## src/rtl/bcp_pkg.sv

```systemverilog
// Shared types and constants for the BCP clause scanner and its literal tracker.
package bcp_pkg;

  localparam int MAX_LITS = 8;
  localparam int SEL_W    = $clog2(MAX_LITS);

  typedef enum logic [1:0] {
    RES_SAT      = 2'b00,
    RES_UNIT     = 2'b01,
    RES_CONFLICT = 2'b10,
    RES_UNRES    = 2'b11
  } bcp_res_e;

  typedef enum logic [1:0] {
    IDLE = 2'b00,
    SCAN = 2'b01,
    DONE = 2'b10
  } scan_state_e;

  // A true literal dominates; otherwise the unassigned count decides.
  function automatic bcp_res_e classify(input logic any_true, input logic [1:0] unassigned_cnt);
    bcp_res_e res;
    if (any_true) begin
      res = RES_SAT;
    end else if (unassigned_cnt == 2'd0) begin
      res = RES_CONFLICT;
    end else if (unassigned_cnt == 2'd1) begin
      res = RES_UNIT;
    end else begin
      res = RES_UNRES;
    end
    return res;
  endfunction

endpackage

```

## src/rtl/bcp_lit_tracker.sv

```systemverilog
// Accumulates per-clause literal statistics; outputs already fold in the literal
// presented this cycle so the scanner can classify on the final literal's cycle.
module bcp_lit_tracker
  import bcp_pkg::*;
(
  input  logic             i_clk,
  input  logic             i_rst,
  input  logic             i_clear,
  input  logic             i_en,
  input  logic [SEL_W-1:0] i_idx,
  input  logic             i_lit_assigned,
  input  logic             i_lit_value,
  output logic             o_any_true,
  output logic [1:0]       o_unassigned_cnt,
  output logic [SEL_W-1:0] o_first_idx
);

  logic             r_any_true;
  logic [1:0]       r_cnt;
  logic [SEL_W-1:0] r_first_idx;

  logic             w_any_true;
  logic [1:0]       w_cnt;
  logic [SEL_W-1:0] w_first_idx;

  always_comb begin
    w_any_true  = r_any_true;
    w_cnt       = r_cnt;
    w_first_idx = r_first_idx;
    if (i_en) begin
      if (i_lit_assigned) begin
        if (i_lit_value) begin
          w_any_true = 1'b1;
        end else begin
          w_any_true = r_any_true;
        end
      end else begin
        if (r_cnt == 2'd0) begin
          w_first_idx = i_idx;
        end else begin
          w_first_idx = r_first_idx;
        end
        // Saturate at 2: the classification only needs zero / one / many.
        if (r_cnt != 2'd2) begin
          w_cnt = r_cnt + 2'd1;
        end else begin
          w_cnt = r_cnt;
        end
      end
    end else begin
      w_any_true  = r_any_true;
    end
  end

  always_ff @(posedge i_clk or posedge i_rst) begin
    if (i_rst) begin
      r_any_true  <= 1'b0;
      r_cnt       <= 2'd0;
      r_first_idx <= '0;
    end else if (i_clear) begin
      r_any_true  <= 1'b0;
      r_cnt       <= 2'd0;
      r_first_idx <= '0;
    end else if (i_en) begin
      r_any_true  <= w_any_true;
      r_cnt       <= w_cnt;
      r_first_idx <= w_first_idx;
    end else begin
      r_any_true  <= r_any_true;
      r_cnt       <= r_cnt;
      r_first_idx <= r_first_idx;
    end
  end

  assign o_any_true       = w_any_true;
  assign o_unassigned_cnt = w_cnt;
  assign o_first_idx      = w_first_idx;

endmodule

```

## src/rtl/bcp_clause_scanner.sv

```systemverilog
// Walks up to MAX_LITS literals of one clause through the external literal muxes
// and returns SAT / UNIT / CONFLICT / UNRES over a valid/ready handshake.
module bcp_clause_scanner
  import bcp_pkg::*;
#(
  parameter int LEN_W = 4
) (
  input  logic             i_clk,
  input  logic             i_rst,
  input  logic             i_start,
  input  logic [LEN_W-1:0] i_clause_len,
  input  logic             i_abort,
  output logic [SEL_W-1:0] o_sel,
  input  logic             i_lit_assigned,
  input  logic             i_lit_value,
  output logic             o_busy,
  output logic             o_res_valid,
  input  logic             i_res_ready,
  output logic [1:0]       o_res_code,
  output logic [SEL_W-1:0] o_unit_idx
);

  localparam logic [LEN_W-1:0] LP_MAX_LEN = LEN_W'(MAX_LITS);

  scan_state_e      r_state;
  logic [SEL_W-1:0] r_idx;
  logic [SEL_W-1:0] r_last;
  logic             r_busy;
  logic             r_res_valid;
  bcp_res_e         r_res_code;
  logic [SEL_W-1:0] r_unit_idx;

  logic [LEN_W-1:0] w_len_clamped;
  logic [SEL_W-1:0] w_last;
  logic             w_en;
  logic             w_clear;
  logic             w_scan_end;
  logic             w_any_true;
  logic [1:0]       w_cnt;
  logic [SEL_W-1:0] w_first_idx;
  bcp_res_e         w_res_code;
  logic [SEL_W-1:0] w_unit_idx;

  always_comb begin
    if (i_clause_len > LP_MAX_LEN) begin
      w_len_clamped = LP_MAX_LEN;
    end else begin
      w_len_clamped = i_clause_len;
    end
    w_last = SEL_W'(w_len_clamped - LEN_W'(1));
  end

  // Tracker update/clear strobes; abort and a completed handshake both wipe it.
  always_comb begin
    w_en    = (r_state == SCAN) && !i_abort;
    w_clear = 1'b0;
    if (r_state != IDLE && i_abort) begin
      w_clear = 1'b1;
    end else if (r_state == DONE && r_res_valid && i_res_ready) begin
      w_clear = 1'b1;
    end else begin
      w_clear = 1'b0;
    end
  end

  bcp_lit_tracker u_tracker (
    .i_clk            (i_clk),
    .i_rst            (i_rst),
    .i_clear          (w_clear),
    .i_en             (w_en),
    .i_idx            (r_idx),
    .i_lit_assigned   (i_lit_assigned),
    .i_lit_value      (i_lit_value),
    .o_any_true       (w_any_true),
    .o_unassigned_cnt (w_cnt),
    .o_first_idx      (w_first_idx)
  );

  always_comb begin
    w_scan_end = w_any_true || (r_idx == r_last);
    w_res_code = classify(w_any_true, w_cnt);
    if (w_res_code == RES_UNIT || w_res_code == RES_UNRES) begin
      w_unit_idx = w_first_idx;
    end else begin
      w_unit_idx = '0;
    end
  end

  always_ff @(posedge i_clk or posedge i_rst) begin
    if (i_rst) begin
      r_state     <= IDLE;
      r_idx       <= '0;
      r_last      <= '0;
      r_busy      <= 1'b0;
      r_res_valid <= 1'b0;
      r_res_code  <= RES_SAT;
      r_unit_idx  <= '0;
    end else begin
      case (r_state)
        IDLE: begin
          if (i_start && i_clause_len == '0) begin
            r_state     <= DONE;
            r_busy      <= 1'b1;
            r_res_valid <= 1'b1;
            r_res_code  <= RES_CONFLICT;
            r_unit_idx  <= '0;
          end else if (i_start) begin
            r_state <= SCAN;
            r_busy  <= 1'b1;
            r_idx   <= '0;
            r_last  <= w_last;
          end else begin
            r_state <= IDLE;
          end
        end
        SCAN: begin
          if (i_abort) begin
            r_state <= IDLE;
            r_busy  <= 1'b0;
            r_idx   <= '0;
          end else if (w_scan_end) begin
            r_state     <= DONE;
            r_idx       <= '0;
            r_res_valid <= 1'b1;
            r_res_code  <= w_res_code;
            r_unit_idx  <= w_unit_idx;
          end else begin
            r_idx <= r_idx + SEL_W'(1);
          end
        end
        DONE: begin
          if (i_abort || (r_res_valid && i_res_ready)) begin
            r_state     <= IDLE;
            r_busy      <= 1'b0;
            r_res_valid <= 1'b0;
            r_res_code  <= RES_SAT;
            r_unit_idx  <= '0;
          end else begin
            r_state <= DONE;
          end
        end
        default: begin
          r_state     <= IDLE;
          r_idx       <= '0;
          r_busy      <= 1'b0;
          r_res_valid <= 1'b0;
          r_res_code  <= RES_SAT;
          r_unit_idx  <= '0;
        end
      endcase
    end
  end

  assign o_sel       = r_idx;
  assign o_busy      = r_busy;
  assign o_res_valid = r_res_valid;
  assign o_res_code  = r_res_code;
  assign o_unit_idx  = r_unit_idx;

endmodule

```

## config.mk

```make
export PLATFORM = sky130hd
export DESIGN_NAME = bcp_clause_scanner
export DESIGN_NICKNAME = d
export VERILOG_FILES = /design/src/rtl/bcp_pkg.sv /design/src/rtl/bcp_lit_tracker.sv /design/src/rtl/bcp_clause_scanner.sv
export SDC_FILE = /design/constraint.sdc
export NUM_CORES = 1
export LEC_CHECK = 0
export CELL_PAD_IN_SITES_DETAIL_PLACEMENT = 1
export CELL_PAD_IN_SITES_GLOBAL_PLACEMENT = 1
export CORE_MARGIN = 8
export CORE_UTILIZATION = 30
export DETAILED_ROUTE_END_ITERATION = 10
export GPL_TIMING_DRIVEN = 0
export HOLD_SLACK_MARGIN = 0.06
export PLACE_DENSITY_LB_ADDON = 0.3
export SLEW_MARGIN = 20
export SYNTH_ARGS = -nofsm -noshare
export SYNTH_HDL_FRONTEND = slang
export SYNTH_SLANG_ARGS = --single-unit
```

## constraint.sdc

```tcl
create_clock -name i_clk -period 2.3 [get_ports i_clk]
set_input_delay 0.23 -clock i_clk [delete_from_list [all_inputs] [get_ports i_clk]]
set_output_delay 0.23 -clock i_clk [all_outputs]
set_load 0.02 [all_outputs]
```

## After elaboration in Yosys (flattened, before gate mapping)

Index checks and enable logic that the tools add are counted.

| cells by class | value |
|---|---|
| $add $sub $neg | 3 |
| order comparisons | 1 |
| eq/ne operators | 16 |
| multiplexer cells | 52 |
| bitwise gates (word level) | 2 |
| reduce and logical (&&, ||, !) cells | 20 |

Operator list:

| cell | number |
|---|---|
| $mux 3 | 15 |
| $mux 2 | 16 |
| $pmux 3 s3 | 2 |
| $mux 1 | 15 |
| $ne 2x2->1 const B | 7 |
| $pmux 2 s3 | 2 |
| $reduce_and 3->1 | 3 |
| $eq 2x1->1 const B | 3 |
| $logic_and 1x1->1 | 6 |
| $logic_not 2->1 | 3 |
| $ne 3x3->1 const B | 2 |
| $pmux 1 s3 | 2 |
| $eq 2x2->1 const B | 2 |
| $gt 4x4->1 const B | 1 |
| $logic_not 4->1 | 1 |
| $reduce_and 4->1 | 1 |
| $reduce_bool 2->1 | 2 |
| $add 3x1->3 const B | 1 |
| $eq 3x3->1 | 1 |
| $logic_or 1x1->1 | 3 |
| $sub 3x1->3 const B | 1 |
| $add 2x1->2 const B | 1 |
| $ne 2x1->1 const B | 1 |
| $not 1->1 | 2 |
| $logic_not 1->1 | 1 |

| storage, ports and cells | value |
|---|---|
| bits in registers | 21 |
| bits of input ports | 11 |
| output and inout bits | 10 |
| logic and storage cells | 104 |

## Depth between registers and ports, before layout

| depth | value |
|---|---|
| depth after elaboration | 14 |
| mapped depth | 6 |
| mapped depth without buffers | 5 |

## By module

A second synthesis with hierarchy kept.

| second synthesis, totals | value |
|---|---|
| cells, all modules | 108 |
| area, all modules | 1,232.4 um^2 |

By module, submodules not included:

| module | instances | cells an instance | area an instance (um^2) | sequential area each (um^2) |
|---|---|---|---|---|
| bcp_clause_scanner | 1 | 83 | 865.8 | 375.4 |
| bcp_lit_tracker | 1 | 25 | 366.6 | 150.1 |

## Least setup slack after synthesis

OpenSTA, ideal clock, no wires.

| timing path | value |
|---|---|
| path kind | reg2reg |
| start point | register r_idx[2], in the netlist o_sel[2] |
| end point | register r_unit_idx[0], in the netlist o_unit_idx[0] |
| setup time | 95 ps |
| data arrival time | 1,698 ps |
| required time | 2,205 ps |
| slack | 507 ps |
| stages on the path, launching flop included | 6 |
| buffers on the path | 1 |
| clock period less this slack | 1,793 ps |
| cell sequence | dfrtp_1 -> xor2_1 -> or4b_1 -> clkbuf_1 -> and3_4 -> o31ai_1 |

| between the ends | value |
|---|---|
| longest elaborated chain between the ends | 4 |

Ends and longest elaborated chain:

| element | line | source |
|---|---|---|
| from (decl) | bcp_clause_scanner.sv:26 | `logic [SEL_W-1:0] r_idx;` |
| from (signal assigned) | bcp_clause_scanner.sv:128 | `r_idx <= r_idx + SEL_W'(1);` |
| $eq 3x3->1 | bcp_clause_scanner.sv:80 | `w_scan_end = w_any_true \|\| (r_idx == r_last);` |
| $logic_or 1x1->1 | bcp_clause_scanner.sv:80 |  |
| $ne 2x2->1 (no source line) | -- |  |
| $reduce_and 4->1 (no source line) | -- |  |
| to (signal assigned) | bcp_clause_scanner.sv:126 | `r_unit_idx <= w_unit_idx;` |
| to (decl) | bcp_clause_scanner.sv:31 | `logic [SEL_W-1:0] r_unit_idx;` |

Every way passes these cells.
A chain may end at the register's enable or synchronous reset.

## Worst setup path in the final report

| timing path | value |
|---|---|
| start point | input i_abort |
| end point | register r_res_valid, in the netlist o_res_valid |

| between the ends | value |
|---|---|
| longest elaborated chain between the ends | 6 |
| elaborated cells between the ends (all ways) | 9 |
| those cells by class | eq/ne (3); mux (1); reduce/logical (5) |

Ends and longest elaborated chain:

| element | line | source |
|---|---|---|
| from (decl) | bcp_clause_scanner.sv:12 | `input logic i_abort,` |
| $logic_not 1->1 | bcp_clause_scanner.sv:55 | `w_en = (r_state == SCAN) && !i_abort;` |
| $logic_and 1x1->1 | bcp_clause_scanner.sv:55 |  |
| $mux 1 | bcp_lit_tracker.sv:30 | `if (i_en) begin` |
| $logic_or 1x1->1 | bcp_clause_scanner.sv:80 |  |
| $ne 2x2->1 (no source line) | -- |  |
| $reduce_and 4->1 (no source line) * | -- |  |
| to (signal assigned) | bcp_clause_scanner.sv:95 | `r_res_valid <= 1'b0;` |
| to (signal assigned) | bcp_clause_scanner.sv:104 | `r_res_valid <= 1'b1;` |
| to (signal assigned) | bcp_clause_scanner.sv:124 | `r_res_valid <= 1'b1;` |
| to (decl) | bcp_clause_scanner.sv:29 | `logic r_res_valid;` |

Every way passes the cells marked *; elsewhere a longest branch is shown, timed or not.

==> results.md <==
* Bufs on Longest Clock Path at 2
* Synth top area cells: dfrtp_1, mux2i_1, ha_1, a22o_1, nor2_1
* RD Place Congestion at 0.738
* Slew Limit Fails at 0
* Part of the Yosys area used for sequential elements at 43.0%
* Pre-Repair DR Iteration Count at 3
* Overall routed net length at 3010 um
* Setup repair bufs after CTS at 0
* Area grow syn2layout at 25.2%
* HP Class: in2async
* Hold Buf Count CTS at 0
* Worst setup EP type: register
* Most frequent cells in the layout: dfrtp_1, clkdlybuf4s50_1, nor2_1
* Die area at 6370 sq um
* Fin Setup TNS at 0 ps
* Data arrival time of the critical path at 2140 ps
* Gr ovfl total at 0
* Port Buffers at 20
* Reg-to-Reg Start: r_state[0]
* H-Tree Level Count at 1
* Status: finished, final reports clean
* Total CTS buffers at 3
* Setup violations, final at 0
* Post-Synthesis Net Count at 127
* Post-DP Area at 1480 sq um
* Root buffer cell: clkbuf_8
* Crit path required time at 2450 ps
* Sequential Area at 526 sq um
* FFs w/ async S/R, synth at 100%
* Top-Level Pins at 21
* Total track usage at 10.0%
* Hold Fails Final Rpt at 0
* Commonest non-fill, non-tap cell in the layout: dfrtp_1
* Initial DRC Count at 33
* Ratio of cells with drive above 1 in the final layout at 14.6%
* Number of max-cap violations at 0
* Clock-pin slew on the worst setup and hold paths at 80 ps
* Period utilization at 86.5%
* Fillers at 451
* EDFF count, synth at 0
* Critical path class: in2reg
* First-pass GRT wire length at 5150 um
* Diode count at 0
* Die X at 79.8 um
* Drt drc at 0
* Cells after synthesis at 113
* Final instance area at 1530 sq um
* Clock latency on the worst-skew pair at 260 ps
* Unrepaired setup endpoints after global routing: no
* Initial Util at 30.7%
* Leakage at 0.000652 uW
* CTS tree: built
* Fmax achieved at 503 MHz
* Initial antenna violation count at 0
* Post-DRT Antenna Nets at 0
* R2r setup slk at 380 ps
* Synthesized area at 1220 sq um
* Footprint of the multi-input gates at 646 sq um
* Top cell type by total area after synthesis: dfrtp_1
* Vias in the first global route at 1,090
* Worst Tran Pin Value at 850 ps
* Count of state elements after synthesis at 21
* Row Count at 23
* Post-DR wirelength/cell at 16.1 um
* Vias per Instance at 5.11
* Sink Count at 21
* Largest net degree at the start of global routing at 22
* Post-DP HPWL at 2360 um
* Min cycle time layout at 1990 ps
* Synth cell types at 50
* Synth top area share at 43.0%
* Yosys Warn Count at 0
* Core ar. at 3970 sq um
* Ys flop type: dfrtp_1
* Final clock skew at 5.10 ps
* PostCTS Resize Cnt at 0
* Mean Syn Cell Area at 10.8 sq um
* Nets at 152
* Post-Layout Cell Count at 187
* Vias post-DR at 956
* Die H at 79.8 um
* Max-slew headroom at 43.3%
* CP max FO at 6
* Launch point of the worst path: i_abort
* Startpoint Class: primary input
* Pwr Density at 1070 nW/um^2
* Cells after DPL at 183
* VDD IR max at 0.565 mV
## kinds of logic after synthesis
kind of cell    synth area share, %
xor+xnor                       2.87
mux                            7.68
simple gates                   22.0
buf+inv                        4.10
flops                          43.0
fa+ha+maj                      3.07
compound gates                 17.2
## report_power, final
part	switching (uW)	internal (uW)
Sequential	95.6	478
Clock	124	124
Combinational	420	396
## final timing paths
| check | end | cells after the start |
|---|---|---|
| max | o_res_valid | 5 |
| min | u_tracker.r_any_true | 2 |
| max reg2reg | o_res_valid | 5 |
| min reg2reg | o_busy | 1 |
| max in group asynchronous | o_res_valid | 2 |
| min in group i_clk | o_busy | 1 |
## cell usage after synthesis, types with 2 or more instances
library cell  instances
a21oi_1               4
a22o_1                4
dfrtp_1              21
ha_1                  3
inv_1                 6
mux2_2                3
mux2i_1               6
nand2_1               3
nand2b_1              3
nand3_1               2
nand3b_1              2
nand4_1               4
nor2_1                9
o21ai_0               2
o31ai_1               3
or3b_4                2
xor2_1                3
## layer usage
metal	part of all wire, %	vias to the layer above	track usage (%)	wire [um]
met3	3.4	2	2.70	102
met4	0.27	0	1.64	8
li1	-	467	-	-
met2	51	13	17.8	1540
met1	45	474	11.9	1370
met5	0	-	0	0
## registers in the layout, indices dropped and copies added, names as in the netlist
name                   count
o_sel                      3
o_unit_idx                 3
r_last                     3
u_tracker.r_first_idx      3
o_res_code                 2
r_state                    2
u_tracker.r_cnt            2
o_busy                     1
o_res_valid                1
u_tracker.r_any_true       1
## critical path, stage by stage
cell and delay [ps]:
clkdlybuf4s50_1 540, a211o_1 350, a32oi_1 530, nand3_1 290
a2bb2oi_1 190
## through the flow
step	setup slack (ps)	utilization [%]	hold WS [ps]	total power [uW]
2_1_floorplan	507	-	207	1140
3_3_place_gp	112	37.4	474	1370
3_5_place_dp	75.4	37.4	482	1400
4_1_cts	351	38.5	477	1660
5_1_grt	178	38.5	529	1750
6_report	310	38.5	436	1640
## cell type report
| cell class | count | area share [%] |
|---|---|---|
| inverter | 6 | 1.47 |
| clock buffer | 4 | 2.95 |
| multi-input combinational | 82 | 42.2 |
| timing repair buffer | 20 | 13.1 |
| tap | 50 | 4.09 |
| sequential | 21 | 34.4 |
| buffer | 4 | 1.80 |
No activity file was read; power rests on OpenSTA's default activity.
